**src/rtl/wb_flash_rd_if.sv**
```systemverilog
// Wishbone classic slave bus bundle for the flash read bridge.
interface wb_flash_rd_if;
  logic [31:0] wb_adr_i;
  logic [31:0] wb_dat_i;
  logic [31:0] wb_dat_o;
  logic [3:0]  wb_sel_i;
  logic        wb_we_i;
  logic        wb_stb_i;
  logic        wb_cyc_i;
  logic        wb_ack_o;

  modport master (output wb_adr_i, wb_dat_i, wb_sel_i, wb_we_i, wb_stb_i, wb_cyc_i,
                  input  wb_dat_o, wb_ack_o);
  modport slave  (input  wb_adr_i, wb_dat_i, wb_sel_i, wb_we_i, wb_stb_i, wb_cyc_i,
                  output wb_dat_o, wb_ack_o);
endinterface

```
**src/rtl/wb_flash_rd.sv**
```systemverilog
// Read-only Wishbone bridge to an 8-bit parallel flash: four byte reads per word,
// each byte address held WAIT_CYCLES clocks, packed big-endian.
module wb_flash_rd #(
  parameter int WAIT_CYCLES = 4,
  parameter int FLASH_AW    = 22
) (
  input  logic                clk,
  input  logic                rst,
  wb_flash_rd_if.slave        wb,
  output logic [FLASH_AW-1:0] flash_adr_o,
  input  logic [7:0]          flash_dat_i,
  output logic                flash_ce_o,
  output logic                flash_oe_o,
  output logic                flash_we_o,
  output logic                flash_rst_o
);
  typedef enum logic [1:0] {IDLE, READ, ACK} state_t;

  localparam logic [3:0] WLAST = 4'(WAIT_CYCLES - 1);

  state_t                state, state_nxt;
  logic [3:0]            wcnt;
  logic [1:0]            idx;
  logic [FLASH_AW-3:0]   base_w;
  logic [3:0][7:0]       buf_q;
  logic [31:0]           dat_q;
  logic                  req, strobe;

  assign req    = wb.wb_cyc_i & wb.wb_stb_i;
  assign strobe = (state == READ) && (wcnt == WLAST);

  always_ff @(posedge clk or negedge rst)
    if (!rst) state <= IDLE;
    else      state <= state_nxt;

  always_comb begin
    state_nxt = state;
    case (state)
      IDLE: if (req) state_nxt = wb.wb_we_i ? ACK : READ;
      READ: if (!req)                     state_nxt = IDLE;
            else if (strobe && idx == 2'd3) state_nxt = ACK;
      ACK:  state_nxt = IDLE;
      default: state_nxt = IDLE;
    endcase
  end

  // Bytes collect in buf_q; dat_q only updates on a full word so aborts leave it intact.
  always_ff @(posedge clk or negedge rst)
    if (!rst) begin
      wcnt   <= '0;
      idx    <= '0;
      base_w <= '0;
      buf_q  <= '0;
      dat_q  <= '0;
    end else begin
      if (state == IDLE && req && !wb.wb_we_i) begin
        wcnt   <= '0;
        idx    <= '0;
        base_w <= wb.wb_adr_i[FLASH_AW-1:2];
      end else if (state == READ && req) begin
        if (strobe) begin
          wcnt       <= '0;
          idx        <= idx + 2'd1;
          buf_q[~idx] <= flash_dat_i;
          if (idx == 2'd3) dat_q <= {buf_q[3], buf_q[2], buf_q[1], flash_dat_i};
        end else begin
          wcnt <= wcnt + 4'd1;
        end
      end
    end

  // Low base bits are zero, so base+idx is a concatenation and never carries.
  assign flash_adr_o = (state == READ) ? {base_w, idx} : '0;
  assign flash_ce_o  = (state != READ);
  assign flash_oe_o  = (state != READ);
  assign flash_we_o  = 1'b1;
  assign flash_rst_o = rst;
  assign wb.wb_ack_o = (state == ACK);
  assign wb.wb_dat_o = dat_q;

  logic unused_bits;
  assign unused_bits = ^{wb.wb_dat_i, wb.wb_sel_i, wb.wb_adr_i[31:FLASH_AW], wb.wb_adr_i[1:0]};
endmodule

```
**src/flat_wrapper.sv**
```systemverilog
// flat-port wrapper written by rule: the top's interface ports become plain ports
module wb_flash_rd_flat 
#(
  parameter int WAIT_CYCLES = 4,
  parameter int FLASH_AW    = 22
)
  (clk, rst, flash_adr_o, flash_dat_i, flash_ce_o, flash_oe_o, flash_we_o, flash_rst_o, wb_wb_adr_i, wb_wb_dat_i, wb_wb_sel_i, wb_wb_we_i, wb_wb_stb_i, wb_wb_cyc_i, wb_wb_dat_o, wb_wb_ack_o);
  wb_flash_rd_if wb_i ();
  input  logic clk;
  input  logic rst;
  output logic [FLASH_AW-1:0] flash_adr_o;
  input  logic [7:0] flash_dat_i;
  output logic flash_ce_o;
  output logic flash_oe_o;
  output logic flash_we_o;
  output logic flash_rst_o;
  input wire logic [$bits(wb_i.wb_adr_i)-1:0] wb_wb_adr_i;
  input wire logic [$bits(wb_i.wb_dat_i)-1:0] wb_wb_dat_i;
  input wire logic [$bits(wb_i.wb_sel_i)-1:0] wb_wb_sel_i;
  input wire logic [$bits(wb_i.wb_we_i)-1:0] wb_wb_we_i;
  input wire logic [$bits(wb_i.wb_stb_i)-1:0] wb_wb_stb_i;
  input wire logic [$bits(wb_i.wb_cyc_i)-1:0] wb_wb_cyc_i;
  output wire logic [$bits(wb_i.wb_dat_o)-1:0] wb_wb_dat_o;
  output wire logic [$bits(wb_i.wb_ack_o)-1:0] wb_wb_ack_o;
  assign wb_i.wb_adr_i = wb_wb_adr_i;
  assign wb_i.wb_dat_i = wb_wb_dat_i;
  assign wb_i.wb_sel_i = wb_wb_sel_i;
  assign wb_i.wb_we_i = wb_wb_we_i;
  assign wb_i.wb_stb_i = wb_wb_stb_i;
  assign wb_i.wb_cyc_i = wb_wb_cyc_i;
  assign wb_wb_dat_o = wb_i.wb_dat_o;
  assign wb_wb_ack_o = wb_i.wb_ack_o;
  wb_flash_rd #(.WAIT_CYCLES(WAIT_CYCLES), .FLASH_AW(FLASH_AW)) u_core (.clk(clk), .rst(rst), .wb(wb_i), .flash_adr_o(flash_adr_o), .flash_dat_i(flash_dat_i), .flash_ce_o(flash_ce_o), .flash_oe_o(flash_oe_o), .flash_we_o(flash_we_o), .flash_rst_o(flash_rst_o));
endmodule
```
**config.mk**
```make
export PLATFORM = sky130hd
export DESIGN_NAME = wb_flash_rd_flat
export DESIGN_NICKNAME = d
export VERILOG_FILES = /design/src/rtl/wb_flash_rd_if.sv /design/src/rtl/wb_flash_rd.sv /design/src/flat_wrapper.sv
export SDC_FILE = /design/constraint.sdc
export NUM_CORES = 1
export LEC_CHECK = 0
export CORE_ASPECT_RATIO = 0.7
export CORE_MARGIN = 2
export CORE_UTILIZATION = 45
export CTS_BUF_LIST = sky130_fd_sc_hd__clkbuf_8
export CTS_CLUSTER_SIZE = 8
export DETAILED_ROUTE_END_ITERATION = 10
export PLACE_DENSITY = 0.82
export SLEW_MARGIN = 15
export SYNTH_ARGS = -nofsm -noshare
export SYNTH_HDL_FRONTEND = slang
export SYNTH_SLANG_ARGS = --single-unit
export TNS_END_PERCENT = 5
```
**constraint.sdc**
```tcl
create_clock -name clk -period 1.9 [get_ports clk]
set_input_delay 0.19 -clock clk [delete_from_list [all_inputs] [get_ports clk]]
set_output_delay 0.19 -clock clk [all_outputs]
set_load 0.01 [all_outputs]
```
==> qor.csv, run 1 <==
stage;metric;value;unit
hold_path;Worst Hold Class;input pin to register;
place;Setup Slack @ Placement;-0.0263;ns
routing;# DRC;0;
power_and_ir_drop;clock share of power;35.4;%
run_status;status;complete, no violations;
setup_path;Critical Path AT;2.07;ns
cells_and_area;Final Net Count;429;
power_and_ir_drop;Static Leak;2.43;nW
grt;largest net degree at the start of global routing;85;
routing;final wirelength;7250;um
clock_tree;H-tree level count;3;
cells_and_area;Fillers;619;
cells_and_area;Storage cell area;2100;um^2
logic_synthesis;Synth warnings;0;
logic_synthesis;area leader, netlist;dfrtp_1;
setup_path;Critical Path End Type;register;
power_and_ir_drop;Seq pwr share;54.9;%
clock_tree;CTS tree;done;
grt;GR Overflow Total;0;
logic_synthesis;synth top area cells;dfrtp_1, mux2_2, mux2_4, and2_1, ha_1;
grt;initial antenna violation count;0;
routing;DRT Pass-1 Iters;4;
sta;Final Critical Period;1.83;ns
place;Port Buffers;90;
power_and_ir_drop;sw frac;22.2;%
floorplan;Core ar.;7840;um^2
power_and_ir_drop;P_int;2.76;mW
logic_synthesis;Synth top area share;57.9;%
setup_path;CP Launch Type;register;
floorplan;Initial Util;46.3;%
sta;Final Max Slew Viols;0;
cells_and_area;share of layout cells above drive strength 1;32.4;%
floorplan;I/O Pins;140;
cells_and_area;footprint of the multi-input gates;1440;um^2
sta;# setup viols final;0;
setup_path;WS Path Type;register to register;
clock_tree;clock sink count;84;
routing;drt via density;5.07;
sta;worst setup margin;0.0674;ns
power_and_ir_drop;Max VDD drop;0.503;mV
cells_and_area;ant diodes;0;
routing;initial drt markers;90;
routing;routed vias;2267;
sta;final period utilization;96.5;%
setup_path;Critical Path Fanout Max;8;
floorplan;die area;8810;um^2
logic_synthesis;post-synthesis cell count;241;
sta;RSZ-0062 raised after global routing;true;
floorplan;Row Count;27;
logic_synthesis;count of cell types in the netlist;30;
logic_synthesis;Post-synth EDFFs;0;
power_and_ir_drop;Pwr Total;3.54;mW
setup_path;CP Data Required Time;2.14;ns
run;MaxCap Viol Count;0;
logic_synthesis;Seq/Total Area, Yosys;57.9;%
grt;first-pass GRT wire length;12000;um
clock_tree;postcts setup bufs;0;
place;dpl hpwl;5000;um
floorplan;Die H;79.1;um
logic_synthesis;Async SR Flop Fraction;100;%
grt;vias in the first global route;2387;
clock_tree;Bufs on Longest Clock Path;2;
power_and_ir_drop;Gate power share;9.7;%
floorplan;Chip Width;111;um
logic_synthesis;Syn Nets;327;
logic_synthesis;top-count cell post-synth;dfrtp_1;
logic_synthesis;Mapped Area;3630;um^2
clock_tree;number of CTS-inserted buffers;9;
clock_tree;clock slew at reported path FFs;0.08;ns
sta;Peak Freq;546;MHz
routing;Routed Antenna Nets;0;
routing;drt wl/cell;16.2;um
logic_synthesis;Synth Register Bits;84;
cells_and_area;synth-to-layout area growth;35.1;%
power_and_ir_drop;power per cell area;723;nW/um^2
sta;clk_skew;0.00919;ns
power_and_ir_drop;NetSw;0.788;mW
clock_tree;later-pin clock latency in the skew report;0.36;ns
logic_synthesis;most instantiated cells after synthesis;dfrtp_1, mux2_2, mux2_4, and2_1;
logic_synthesis;Main synth FF type;dfrtp_1;
sta;Fin. Hold Viols;0;
place;routability congestion estimate;0.839;
clock_tree;clk root buf;clkbuf_8;
grt;GRT Util Overall;17.8;%
logic_synthesis;post-synthesis average cell area;15.1;um^2
==> routing by layer <==
| layer | vias up | global-route usage (%) | wire length [um] | part of all wire [%] |
|---|---|---|---|---|
| li1 | 1032 | - | - | - |
| met1 | 1166 | 22.7 | 3350 | 46 |
| met2 | 58 | 27.9 | 3400 | 47 |
| met3 | 11 | 6.95 | 370 | 5.1 |
| met4 | 0 | 6.17 | 125 | 1.7 |
| met5 | - | 0 | 0 | 0 |
==> logic make-up (layout without fill, tap and decap cells) <==
kind of cell	count (synthesis)	count (layout)	share of synthesized area, %
flops	84	84	57.9
mux	76	76	26.7
simple gates	46	46	8.79
buf+inv	16	121	2.72
compound gates	13	13	2.07
fa+ha+maj	5	5	1.72
other cells	1	1	0.103
==> stage by stage <==
stage,utilization [%],hold WS (ns),setup TNS [ns],instance area (um^2),std cells
finish,62.6,0.438,0,4900,447
global route,62.6,0.411,-0.755,4900,447
CTS,62.5,0.419,0,4900,447
detailed placement,60.1,0.310,-0.253,4710,432
global placement,60.1,0.306,0,4710,432
floorplan,-,-0.106,0,3630,241
==> what timing repair did <==
action,4_1_cts,5_1_grt
endpoints found under the hold margin,84,0
endpoints found under the setup margin,24,27
resized for setup,26,3
gates cloned,0,0
hold buffers,1,0
==> critical path: stages, from the launching register on <==
cell and delay, ns:
dfrtp_1 0.41, ha_2 0.23, nor3b_4 0.37, nand3_2 0.34, mux2_2 0.37
==> state kept, by name, indices dropped and copies added (netlist names) <==
name,flops
u_core.buf_q,24
u_core.wcnt,4
u_core.wb.wb_dat_o,32
u_core.base_w,20
u_core.idx,2
u_core.state,2
==> path summary, 6_finish.rpt <==
check / to / slack [ns] / cells past startpoint / from
hold reg to reg: u_core.wb.wb_dat_o[10] / 0.50 / 1 / u_core.buf_q[10]
setup reg to reg: u_core.buf_q[13] / 0.07 / 4 / u_core.wcnt[0]
hold / removal: u_core.base_w[6] / 0.44 / 2 / wb_wb_adr_i[8]
min in group asynchronous: u_core.wcnt[0] / 0.46 / 3 / rst
max in group asynchronous: u_core.state[1] / 1.09 / 3 / rst
setup / recovery: u_core.buf_q[13] / 0.07 / 4 / u_core.wcnt[0]
==> cells in the final DEF, fill, tap and decap left out, types with 5 or more instances in the layout <==
cell	count
dfrtp_1	83
clkdlybuf4s50_1	65
mux2_2	46
mux2_4	30
dlygate4sd2_1	22
and2_1	20
clkbuf_8	11
buf_4	8
inv_1	5
o21ai_0	5
a21oi_1	5
==> power groups by stage <==
stage | combinational (mW) | sequential [mW] | clock (mW)
detailed placement | 0.362 | 1.98 | 0
global route | 0.379 | 1.96 | 1.38
global placement | 0.352 | 1.97 | 0
CTS | 0.351 | 1.94 | 1.30
floorplan | 0.167 | 1.96 | 0
finish | 0.344 | 1.94 | 1.26
==> cell type report <==
type / instances / area share, %
multi-input cells: 141 / 29.3
clock inverters: 3 / 0.791
repair buffers: 103 / 21.0
inverters: 4 / 0.306
clock buffers: 11 / 3.09
well taps: 101 / 2.58
flip-flops and latches: 84 / 42.9
No activity file was read; power rests on OpenSTA's default activity.
==> inputs of run 2 (changes only) <==
--- a/config.mk
+++ b/config.mk
@@ -7,11 +7,13 @@
 export LEC_CHECK = 0
 export CORE_ASPECT_RATIO = 0.7
 export CORE_MARGIN = 2
-export CORE_UTILIZATION = 45
+export CORE_UTILIZATION = 40
 export CTS_BUF_LIST = sky130_fd_sc_hd__clkbuf_8
+export CTS_CLUSTER_DIAMETER = 200
 export CTS_CLUSTER_SIZE = 8
 export DETAILED_ROUTE_END_ITERATION = 10
-export PLACE_DENSITY = 0.82
+export PLACE_DENSITY = 0.74
+export SKIP_CTS_REPAIR_TIMING = 1
 export SLEW_MARGIN = 15
 export SYNTH_ARGS = -nofsm -noshare
 export SYNTH_HDL_FRONTEND = slang
==> run 2 against run 1 <==
  * Via count fell by 0.57%
  * Wire length fell by 3.5%
  * Power fell by 3.2%
  * Clock power fell by 10%
==> qor.csv, run 2 (synthesized netlist as in run 1, its figures left out) <==
stage;metric;value;unit;change
setup_path;cell family with most CP delay;simple AND/OR/NAND/NOR gates;;
floorplan;Row Count;29;;+7.4%
sta;Final Max Slew Viols;0;;unchanged
place;placed cell area;4720;um^2;+0.16%
cells_and_area;Fillers;753;;+22%
clock_tree;Bufs on Longest Clock Path;2;;unchanged
routing;final wirelength;6990;um;-3.5%
setup_path;Critical Path End Type;register;;
setup_path;WS Path Type;register to register;;
clock_tree;clock sink count;84;;unchanged
routing;initial drt markers;83;;-7.8%
sta;clk_skew;0.00844;ns;-0.000742 ns
clock_tree;CTS tree;done;;
place;Port Buffers;90;;unchanged
hold_path;Worst Hold Class;input pin to asynchronous set/reset pin;;
setup_path;sequence of cells on the critical path;ha_2, nor3b_4, nand3_2, mux2_2;;
floorplan;Chip Width;118;um;+5.8%
place;dpl hpwl;4780;um;-4.5%
sta;final period utilization;94.8;%;-1.7 points
routing;# DRC;0;;unchanged
setup_path;CP peak stage delay;0.41;ns;about the same
floorplan;Die H;83.7;um;+5.8%
routing;drt via density;4.80;;-5.4%
cells_and_area;share of layout cells above drive strength 1;32.9;%;+0.58 points
setup_path;crit path buf inv count;0;;unchanged
clock_tree;clock slew at reported path FFs;0.08;ns;about the same
routing;routed vias;2254;;-0.57%
place;routability congestion estimate;0.758;;-9.6%
sta;Final Critical Period;1.80;ns;-0.0316 ns
grt;largest net degree at the start of global routing;85;;unchanged
setup_path;Critical Path Slowest Stage Cell;dfrtp_1;;
cells_and_area;Finished Cell Area;4990;um^2;+1.7%
floorplan;Initial Util;40.7;%;-5.6 points
setup_path;CP Launch Type;register;;
grt;first-pass GRT wire length;11800;um;-2.1%
grt;GRT Util Overall;15.3;%;-2.5 points
cells_and_area;commonest non-fill, non-tap cell in the layout;dfrtp_1;;
cells_and_area;Final Net Count;428;;-0.23%
cells_and_area;Storage cell area;2100;um^2;unchanged
run_status;status;complete, no violations;;
cells_and_area;max FFs per register;32;;unchanged
routing;Routed Antenna Nets;0;;unchanged
sta;Fin. Hold Viols;0;;unchanged
run;MaxCap Viol Count;0;;unchanged
clock_tree;H-tree level count;3;;unchanged
sta;# setup viols final;0;;unchanged
power_and_ir_drop;Pwr Total;3.43;mW;-3.2%
clock_tree;number of CTS-inserted buffers;9;;unchanged
cells_and_area;synth-to-layout area growth;37.4;%;
sta;TNS Setup;0;ns;unchanged
place;Setup Slack @ Placement;-0.0467;ns;-0.0204 ns
cells_and_area;footprint of the multi-input gates;1450;um^2;+0.44%
clock_tree;later-pin clock latency in the skew report;0.34;ns;-0.02 ns
grt;vias in the first global route;2353;;-1.4%
power_and_ir_drop;Static Leak;2.70;nW;+11%
sta;worst setup margin;0.0990;ns;+0.0316 ns
cells_and_area;ant diodes;0;;unchanged
routing;drt wl/cell;14.9;um;-8.3%
power_and_ir_drop;power per cell area;688;nW/um^2;-4.8%
sta;RSZ-0062 raised after global routing;true;;
power_and_ir_drop;Max VDD drop;0.363;mV;-28%
setup_path;Critical Path Fanout Max;8;;unchanged
grt;GR Overflow Total;0;;unchanged
setup_path;Critical Path AT;2.03;ns;-0.04 ns
floorplan;Core ar.;8930;um^2;+14%
setup_path;CP Data Required Time;2.13;ns;about the same
floorplan;die area;9860;um^2;+12%
floorplan;I/O Pins;140;;unchanged
clock_tree;clk root buf;clkbuf_8;;
cells_and_area;commonest cells after routing, fill and taps aside;dfrtp_1, clkdlybuf4s50_1, mux2_2;;
routing;DRT Pass-1 Iters;4;;unchanged
sta;Peak Freq;555;MHz;+1.8%
grt;initial antenna violation count;0;;unchanged
[run 2: area by class of cell]
type                    count  share of cell area [%]
clock inverters             4                   0.502
multi-input cells         141                    29.0
inverters                   4                   0.301
well taps                 124                    3.11
flip-flops and latches     84                    42.2
clock buffers              11                    3.04
repair buffers            102                    21.9
[run 2: report_power, final]
part	internal (mW)	switching, mW
logic	0.216	0.142
clock network	0.534	0.596
registers	1.89	0.0477
total	2.64	0.786
[run 2: final timing paths]
check                           cells after the start                end              start  slack [ns]
worst max-delay path                                4   u_core.buf_q[23]     u_core.wcnt[0]         0.1
worst min-delay path                                3  u_core.base_w[13]                rst        0.43
min in group clk                                    2  u_core.base_w[15]    wb_wb_adr_i[17]        0.45
worst max register to register                      4   u_core.buf_q[23]     u_core.wcnt[0]         0.1
max in group asynchronous                           3   u_core.buf_q[26]                rst        1.12
worst min register to register                      1  u_core.base_w[15]  u_core.base_w[15]        0.50
[run 2: stage by stage]
stage | utilization (%) | cells | hold slack (ns)
2_1_floorplan | - | 241 | -0.106
6_report | 55.9 | 470 | 0.431
4_1_cts | 54.8 | 468 | -0.0959
3_3_place_gp | 52.9 | 453 | 0.309
5_1_grt | 55.9 | 470 | 0.432
3_5_place_dp | 52.9 | 453 | 0.300
[run 2: worst min-delay path, cell delays in order]
cell           delay, ns
dlygate4sd3_1       0.52
buf_4               0.14
buf_12              0.36
[run 2: routing by layer]
| layer | vias to the layer above | track usage [%] | wire, um |
|---|---|---|---|
| li1 | 1044 | - | - |
| met5 | - | 0 | 0 |
| met2 | 60 | 23.1 | 3090 |
| met4 | 0 | 5.26 | 89 |
| met3 | 11 | 5.05 | 355 |
| met1 | 1139 | 20.7 | 3450 |
==> inputs of run 3 (changes only) <==
--- a/config.mk
+++ b/config.mk
@@ -5,14 +5,16 @@
 export SDC_FILE = /design/constraint.sdc
 export NUM_CORES = 1
 export LEC_CHECK = 0
+export CELL_PAD_IN_SITES_DETAIL_PLACEMENT = 1
+export CELL_PAD_IN_SITES_GLOBAL_PLACEMENT = 1
 export CORE_ASPECT_RATIO = 0.7
 export CORE_MARGIN = 2
-export CORE_UTILIZATION = 40
+export CORE_UTILIZATION = 36
 export CTS_BUF_LIST = sky130_fd_sc_hd__clkbuf_8
 export CTS_CLUSTER_DIAMETER = 200
 export CTS_CLUSTER_SIZE = 8
 export DETAILED_ROUTE_END_ITERATION = 10
-export PLACE_DENSITY = 0.74
+export PLACE_DENSITY_LB_ADDON = 0.1
 export SKIP_CTS_REPAIR_TIMING = 1
 export SLEW_MARGIN = 15
 export SYNTH_ARGS = -nofsm -noshare
==> run 3 against run 2 <==
  * Clock skew about the same
  * Critical path type unchanged
  * First-iteration DRC count down 4.8%
  * Largest cell class unchanged
  * Global-route usage up 0.74 points
  * Critical path depth rose by 1
  * Largest power group unchanged
  * Clock-buffer cell count rose by 1
  * Clock power grew 20%
==> qor.csv, run 3 (synthesized netlist as in run 1, its figures left out) <==
stage;metric;value;unit;change
cells_and_area;Storage cell area;2100;um^2;unchanged
grt;first-pass GRT wire length;13000;um;+11%
cells_and_area;ant diodes;0;;unchanged
grt;GR Overflow Total;0;;unchanged
routing;Routed Antenna Nets;0;;unchanged
setup_path;Critical Path Stages;5;;+1
clock_tree;CTS tree;done;;
cells_and_area;max FFs per register;32;;unchanged
power_and_ir_drop;NetSw;0.843;mW;+7.2%
cells_and_area;commonest cells after routing, fill and taps aside;dfrtp_1, clkdlybuf4s50_1, mux2_2;;
setup_path;Critical Path AT;2.00;ns;-0.03 ns
power_and_ir_drop;power per cell area;724;nW/um^2;+5.3%
routing;initial drt markers;79;;-4.8%
routing;routed vias;2284;;+1.3%
power_and_ir_drop;Seq pwr share;53.0;%;-3.6 points
clock_tree;clk root buf;clkbuf_8;;
power_and_ir_drop;clock share of power;37.1;%;+4.2 points
place;dpl hpwl;5670;um;+19%
setup_path;Critical R2R Capture;u_core.buf_q[23];;
floorplan;Chip Width;124;um;+5.2%
cells_and_area;share of layout cells above drive strength 1;33.1;%;+0.19 points
clock_tree;later-pin clock latency in the skew report;0.36;ns;+0.02 ns
cells_and_area;Fillers;962;;+28%
setup_path;Critical Path Fanout Max;8;;unchanged
floorplan;Initial Util;37.2;%;-3.5 points
floorplan;I/O Pins;140;;unchanged
floorplan;Row Count;30;;+3.4%
routing;final wirelength;8130;um;+16%
cells_and_area;commonest non-fill, non-tap cell in the layout;dfrtp_1;;
routing;drt wl/cell;17.0;um;+14%
setup_path;CP peak stage delay;0.40;ns;about the same
power_and_ir_drop;Pwr Total;3.67;mW;+7.0%
routing;drt via density;4.78;;-0.36%
hold_path;Worst Hold Class;input pin to register;;
grt;vias in the first global route;2448;;+4.0%
cells_and_area;footprint of the multi-input gates;1460;um^2;+0.95%
setup_path;CP Capture Point;u_core.buf_q[23];;
setup_path;Critical Path Slowest Stage Cell;dfrtp_1;;
setup_path;Reg2Reg Setup Slack;0.14;ns;+0.04 ns
sta;Slew HR;60.9;%;
setup_path;worst r2r src;u_core.wcnt[0];;
power_and_ir_drop;Gate power share;9.9;%;-0.5 points
setup_path;WS Path Type;register to register;;
cells_and_area;Finished Core Util;51.9;%;-3.9 points
floorplan;Die H;88.0;um;+5.1%
setup_path;CP Launch Type;register;;
routing;DRT Pass-1 Iters;2;;-2
sta;final period utilization;92.6;%;-2.2 points
setup_path;sequence of cells on the critical path;ha_1, nor3b_4, buf_4, nand3_4, mux2_2;;
sta;Final Critical Period;1.76;ns;-0.0422 ns
setup_path;crit path buf inv count;1;;+1
power_and_ir_drop;Static Leak;2.73;nW;+1.4%
sta;worst slew pin tran;0.586;ns;
setup_path;Crit. Startpoint;u_core.wcnt[0];;
clock_tree;Bufs on Longest Clock Path;2;;unchanged
sta;Fin. Hold Viols;0;;unchanged
hold_path;min-delay src;wb_wb_adr_i[11];;
sta;Peak Freq;569;MHz;+2.4%
run;MaxCap Viol Count;0;;unchanged
power_and_ir_drop;sw frac;23.0;%;+0.043 points
place;Port Buffers;90;;unchanged
power_and_ir_drop;Max VDD drop;0.404;mV;+11%
place;routability congestion estimate;0.756;;-0.37%
setup_path;Critical Path End Type;register;;
run_status;status;complete, no violations;;
clock_tree;number of CTS-inserted buffers;9;;unchanged
cells_and_area;Final Net Count;431;;+0.70%
setup_path;CP Data Required Time;2.14;ns;about the same
floorplan;die area;10900;um^2;+11%
sta;clk_skew;0.00794;ns;-0.000500 ns
sta;Final Max Slew Viols;0;;unchanged
power_and_ir_drop;P_int;2.83;mW;+7.0%
setup_path;R2R depth;5;;+1
clock_tree;clock slew at reported path FFs;0.09;ns;about the same
clock_tree;clock sink count;84;;unchanged
routing;# DRC;0;;unchanged
grt;largest net degree at the start of global routing;46;;-46%
floorplan;Core ar.;9760;um^2;+9.3%
cells_and_area;synth-to-layout area growth;39.6;%;
grt;initial antenna violation count;0;;unchanged
clock_tree;H-tree level count;3;;unchanged
grt;GRT Util Overall;16.0;%;+0.74 points
sta;# setup viols final;0;;unchanged
setup_path;cell family with most CP delay;simple AND/OR/NAND/NOR gates;;
-- run 3: cell types whose count changed in the layout (fill, tap and decap cells not counted), moves of 2 or more --
cell / previous run / this run
clkinv_2: 2 / 0
buf_4: 7 / 12
dlymetal6s2s_1: 22 / 24
nand3_2: 3 / 0
buf_6: 2 / 0
clkdlybuf4s50_1: 67 / 65
nand3_4: 1 / 4
-- run 3: how the worst min path moves through the flow --
stage	endpoint	slack [ns]	cells past startpoint
detailed placement	u_core.state[0]	0.33	2
floorplan	u_core.base_w[0]	-0.11	0
global route	u_core.base_w[4]	0.42	2
finish	u_core.base_w[9]	0.44	2
global placement	u_core.base_w[1]	0.33	2
CTS	u_core.wb.wb_dat_o[14]	-0.07	2
-- run 3: worst register-to-register path, cell delays in order, from the launching register on --
cell	delay (ns)
dfrtp_1	0.40
ha_1	0.23
nor3b_4	0.30
buf_4	0.23
nand3_4	0.17
mux2_2	0.32
-- run 3: power groups by stage --
stage	combinational, mW	sequential, mW	clock, mW
2_1_floorplan	0.167	1.96	0
3_5_place_dp	0.373	1.98	0
4_1_cts	0.374	1.94	1.42
6_report	0.363	1.94	1.36
5_1_grt	0.401	1.96	1.50
3_3_place_gp	0.362	1.97	0
-- run 3: stage by stage --
| stage | area [um^2] | hold slack, ns | TNS [ns] | setup slack (ns) | instances |
|---|---|---|---|---|---|
| after floorplan | 3630 | -0.106 | 0 | 0.187 | 241 |
| after global placement | 4750 | 0.331 | -0.345 | -0.0258 | 461 |
| after detailed placement | 4750 | 0.329 | -1.25 | -0.0730 | 461 |
| after CTS | 4970 | -0.0693 | -5.03 | -0.265 | 477 |
| after global routing | 5070 | 0.423 | -0.00387 | -0.00387 | 478 |
| final | 5070 | 0.442 | 0 | 0.141 | 478 |
-- run 3: final cells by class --
class,instances,area share [%]
Clock buffer,12,3.26
Clock inverter,4,1.06
Inverter,4,0.296
Multi-Input combinational cell,141,28.8
Sequential cell,84,41.5
Tap cell,128,3.16
Timing Repair Buffer,105,21.9
-- run 3: routing by layer --
| metal | global-route usage, % | wire [um] |
|---|---|---|
| met5 | 0 | 0 |
| met4 | 4.90 | 97 |
| met3 | 5.40 | 439 |
| met2 | 23.5 | 3690 |
| met1 | 22.4 | 3900 |
